[src/rtl/id_ex_pipe_reg.sv]
// ID-to-EXE pipeline register with one-entry skid buffer, flush and bubble insertion.
// Optional stall counter built only when ID_EX_PERF_EN is defined.
module id_ex_pipe_reg #(
    parameter int XLEN      = 32,
    parameter int REG_W     = 5,
    parameter int EXE_CMD_W = 6,
    parameter int MEM_CMD_W = 2,
    parameter int CTRL_W    = 1 + MEM_CMD_W + EXE_CMD_W
) (
    input  logic                 clk,
    input  logic                 rst,
    input  logic                 flush,
    input  logic                 in_valid,
    output logic                 in_ready,
    input  logic [CTRL_W-1:0]    ctrl_in,
    input  logic [XLEN-1:0]      pc_in,
    input  logic [3*XLEN-1:0]    opnd_in,
    input  logic [3*REG_W-1:0]   regs_in,
    output logic                 out_valid,
    input  logic                 out_ready,
    output logic [CTRL_W-1:0]    ctrl_out,
    output logic [XLEN-1:0]      pc_out,
    output logic [3*XLEN-1:0]    opnd_out,
    output logic [3*REG_W-1:0]   regs_out,
    output logic [31:0]          stall_cnt
);

    typedef struct packed {
        logic [CTRL_W-1:0]  ctrl;
        logic [XLEN-1:0]    pc;
        logic [3*XLEN-1:0]  opnd;
        logic [3*REG_W-1:0] regs;
    } bndl_t;

    bndl_t r_main;
    bndl_t r_skid;
    logic  r_out_valid;
    logic  r_skid_valid;
    logic  r_in_ready;

    bndl_t w_in;
    logic  w_acc;
    logic  w_main_free;

    assign w_in        = {ctrl_in, pc_in, opnd_in, regs_in};
    assign w_acc       = in_valid & r_in_ready;
    assign w_main_free = ~r_out_valid | out_ready;

    // in_ready is kept as its own flop so ID never sees a path from EXE
    always_ff @(posedge clk) begin
        if (!rst) begin
            r_main       <= '0;
            r_skid       <= '0;
            r_out_valid  <= 1'b0;
            r_skid_valid <= 1'b0;
            r_in_ready   <= 1'b1;
        end else if (flush) begin
            r_main       <= '0;
            r_skid       <= '0;
            r_out_valid  <= 1'b0;
            r_skid_valid <= 1'b0;
            r_in_ready   <= 1'b1;
        end else if (w_main_free) begin
            if (r_skid_valid) begin
                r_main       <= r_skid;
                r_out_valid  <= 1'b1;
                r_skid_valid <= w_acc;
                r_in_ready   <= ~w_acc;
                if (w_acc) begin
                    r_skid <= w_in;
                end
            end else if (w_acc) begin
                r_main      <= w_in;
                r_out_valid <= 1'b1;
            end else begin
                r_out_valid <= 1'b0;
                r_main.ctrl <= '0;
            end
        end else if (w_acc) begin
            r_skid       <= w_in;
            r_skid_valid <= 1'b1;
            r_in_ready   <= 1'b0;
        end
    end

    assign in_ready  = r_in_ready;
    assign out_valid = r_out_valid;
    assign ctrl_out  = r_main.ctrl;
    assign pc_out    = r_main.pc;
    assign opnd_out  = r_main.opnd;
    assign regs_out  = r_main.regs;

`ifdef ID_EX_PERF_EN
    logic [31:0] r_stall_cnt;

    always_ff @(posedge clk) begin
        if (!rst) begin
            r_stall_cnt <= '0;
        end else if (r_out_valid && !out_ready && r_stall_cnt != 32'hFFFF_FFFF) begin
            r_stall_cnt <= r_stall_cnt + 32'd1;
        end
    end

    assign stall_cnt = r_stall_cnt;
`else
    assign stall_cnt = '0;
`endif

endmodule

[config.mk]
export PLATFORM = sky130hd
export DESIGN_NAME = id_ex_pipe_reg
export DESIGN_NICKNAME = d
export VERILOG_FILES = /design/src/rtl/id_ex_pipe_reg.sv
export SDC_FILE = /design/constraint.sdc
export NUM_CORES = 1
export LEC_CHECK = 0
export BUFFER_PORTS_ARGS = -buffer_cell sky130_fd_sc_hd__buf_2
export CORE_MARGIN = 4
export CORE_UTILIZATION = 48
export CTS_BUF_LIST = sky130_fd_sc_hd__clkbuf_2 sky130_fd_sc_hd__clkbuf_4 sky130_fd_sc_hd__clkbuf_8
export CTS_CLUSTER_SIZE = 25
export DETAILED_ROUTE_END_ITERATION = 8
export PLACE_DENSITY_LB_ADDON = 0.1
export SLEW_MARGIN = 30
export SYNTH_ARGS = -nofsm -noshare
export SYNTH_HDL_FRONTEND = slang
export SYNTH_SLANG_ARGS = --single-unit
[constraint.sdc]
create_clock -name clk -period 1.6 [get_ports clk]
set_input_delay 0.24 -clock clk [delete_from_list [all_inputs] [get_ports clk]]
set_output_delay 0.24 -clock clk [all_outputs]
set_load 0.005 [all_outputs]
==> flow_summary_export.csv <==
group,metric,value,unit
routing,drt_iter0_drc,731,
logic_synthesis,synth_area_per_cell,9.39,um^2
outcome,status,"finished clean",
logic_synthesis,yosysWarnings,0,
logic_synthesis,yosysSeqAreaShare,0.463,
power_and_ir_drop,power.switching,4250,uW
routing,ant_nets,0,
global_routing,grt_antenna_before_repair,1,
sta,hold_violations,0,
power_and_ir_drop,ir_drop,622,uV
finish,fillerInstances,2121,
finish,layout-drive-gt1-share,0.248,
finish,seq_area,0.00615,mm^2
sta,setup_viol,0,
finish,multi_input_comb_area,0.00636,mm^2
routing,vias,11800,
clock_network,cts_tree,"yes",
setup_path,worstSetupPathType,"reg -> reg",
power_and_ir_drop,p_int,13200,uW
logic_synthesis,synth_area_leader_cell,"dfxtp_1",
routing,dr.pass1.iters,6,
sta,worst_slew_pin_slew,0.646,ns
logic_synthesis,synth_edf_count,0,
die,core,0.0271,mm^2
die,pin_count,343,
setup_path,arrival,1.97,ns
setup_path,cp-start-kind,"flop",
sta,slew_viol_final,0,
logic_synthesis,ys_seq_elements,307,
routing,vias_per_cell,5.22,
global_routing,grt_first_pass_wirelength,61.6,mm
setup_path,worstSetupEndpointType,"flop",
die,start_util,0.489,
setup_path,cp.required,2.07,ns
power_and_ir_drop,comb_power_share,0.114,
logic_synthesis,synthTopCellsByCount,"314 x nand2_1, 307 x dfxtp_1, 295 x mux2i_1",
sta,setup_tns,0,ns
placed_design,port_buffers,310,
die,fp.dieArea,0.0303,mm^2
clock_network,clockBufferDepth,3,
clock_network,cts_inserted_buffers,51,
clock_network,cts-root-buf,"clkbuf_8",
power_and_ir_drop,power.leakage,0.00699,uW
sta,max_slew_margin,0.570,
logic_synthesis,synth.area.top_cells,"dfxtp_1 46%, mux2i_1 22%, nand2_1 8.9%",
power_and_ir_drop,p_seq_frac,0.457,
power_and_ir_drop,netSwitchingFraction,0.244,
worst_hold_path,hold_path_class,"in -> reg",
logic_synthesis,syn_area,0.0133,mm^2
setup_path,crit_fanout,16,
sta,fin_skew,0.0236,ns
global_routing,track_usage,0.240,
clock_network,cts.sinks,307,
logic_synthesis,synth.most_common_cell,"nand2_1",
finish,postLayoutCoreUtil,0.665,
finish,layout-area-overhead-vs-synth,35.8,%
logic_synthesis,synth_top_area_frac,0.463,
finish,layout.nets,2001,
logic_synthesis,netlist_instances,1412,
placed_design,dpl.hpwl,23.3,mm
global_routing,grt_max_degree,81,
die,num_rows,60,
global_routing,grt_overflow,0,
logic_synthesis,yosysUniqueCellTypes,22,
clock_network,cts_htree_levels,2,
global_routing,grt_pass1_vias,11900,
clock_network,worstSkewPairLatency,0.55,ns
die,die_x,174,um
logic_synthesis,synthFlopType,"dfxtp_1",
sta,fin_crit_sh,0.938,
routing,drt_wl_total,37.7,mm
sta,period_minus_slack,1.50,ns
routing,wl_per_cell,16.7,um
clock_network,clkSlewWorstSetupHoldPaths,0.06,ns
job,maxCapViolCount,0,
routing,drc,0,
placed_design,gp_congestion,0.751,
logic_synthesis,synth-async-reset-ratio,0,
sta,max_clock_freq,0.666,GHz
die,die_h,174,um
power_and_ir_drop,power.share.clock,0.428,
sta,rsz0062_at_grt,"false",
power_and_ir_drop,power_density,967,mW/mm^2
[power by group through the flow]
| stage | logic (uW) | clock network [uW] | registers (uW) |
|---|---|---|---|
| after floorplan | 949 | 0 | 8120 |
| after global placement | 1670 | 0 | 8130 |
| after detailed placement | 1690 | 0 | 8130 |
| after CTS | 1980 | 7630 | 7970 |
| after global routing | 2180 | 7980 | 7990 |
| final | 1990 | 7470 | 7970 |
[layout make-up]
class	instances	area share
well taps	372	0.0258
repair buffers	517	0.216
clock buffers	91	0.0622
diodes	1	0.000139
inverters	1	0.000208
flip-flops and latches	307	0.341
clock inverters	2	0.000556
multi-input cells	966	0.353
[worst paths after layout]
check | startpoint | end | slack, ns | cells past startpoint
min | flush | r_skid[138] | 0.16 | 5
max reg2reg | r_skid_valid | r_skid[17] | 0.1 | 5
min reg2reg | r_skid[104] | r_skid[104] | 0.46 | 2
max | r_skid_valid | r_skid[17] | 0.1 | 5
[logic make-up (layout without fill, tap and decap cells)]
group,Yosys count,count (layout),synth area share
AND/OR/NAND/NOR,337,337,0.101
flip-flops,307,307,0.463
AO/OA/AOI/OAI,302,302,0.143
multiplexers,295,295,0.223
buffers and inverters,170,611,0.0697
other,1,33,0.000283
[state kept, by name (all words and copies together) (netlist names)]
register      count
r_skid_valid      1
r_skid          152
ctrl_out          9
out_valid         1
opnd_out         96
pc_out           32
regs_out         15
in_ready          1
[per-stage QoR]
stage / total power, uW / setup WS (ns) / cell area (um^2) / instances / hold slack (ns)
floorplan: 9070 / 0.225 / 13400 / 1443 / 0.382
finish: 17400 / 0.0991 / 18000 / 2257 / 0.161
global placement: 9800 / 0.116 / 15400 / 2012 / 0.441
CTS: 17600 / 0.0420 / 18000 / 2257 / 0.134
global route: 18100 / 0.00847 / 18000 / 2257 / 0.160
detailed placement: 9820 / 0.103 / 15400 / 2012 / 0.447
[cells in the final DEF, fill, tap and decap left out, drive strengths merged]
cell         instances
a211oi             143
a21o                 1
a21oi              146
a31oi               10
buf                365
clkbuf              91
clkinv               3
conb                32
dfxtp              307
diode                1
dlygate4sd3        152
mux2i              295
nand2              314
nand2b               2
nand3                9
nor2                 1
nor2b                2
o21a                 1
o21ai                1
or4b                 9
[layer usage]
layer | global-route usage | vias to the layer above | wire (um)
met3 | 0.0487 | 93 | 2360
met1 | 0.310 | 5505 | 16500
met5 | 0 | - | 0
met2 | 0.403 | 415 | 17700
li1 | - | 5775 | -
met4 | 0.0792 | 0 | 1190
[worst max-delay path: stages, from the launching register on]
cell and delay [ns]:
dfxtp_4 0.40, clkinv_1 0.12, a21oi_4 0.26, buf_12 0.23, buf_12 0.17, mux2i_1 0.22
[timing repair]
item,CTS,global route
setup endpoints to repair,0,10
buffers inserted,0,0
hold buffers,152,0
hold endpoints to repair,153,0
resized for setup,0,2
Power figures use the tool's default switching activity.
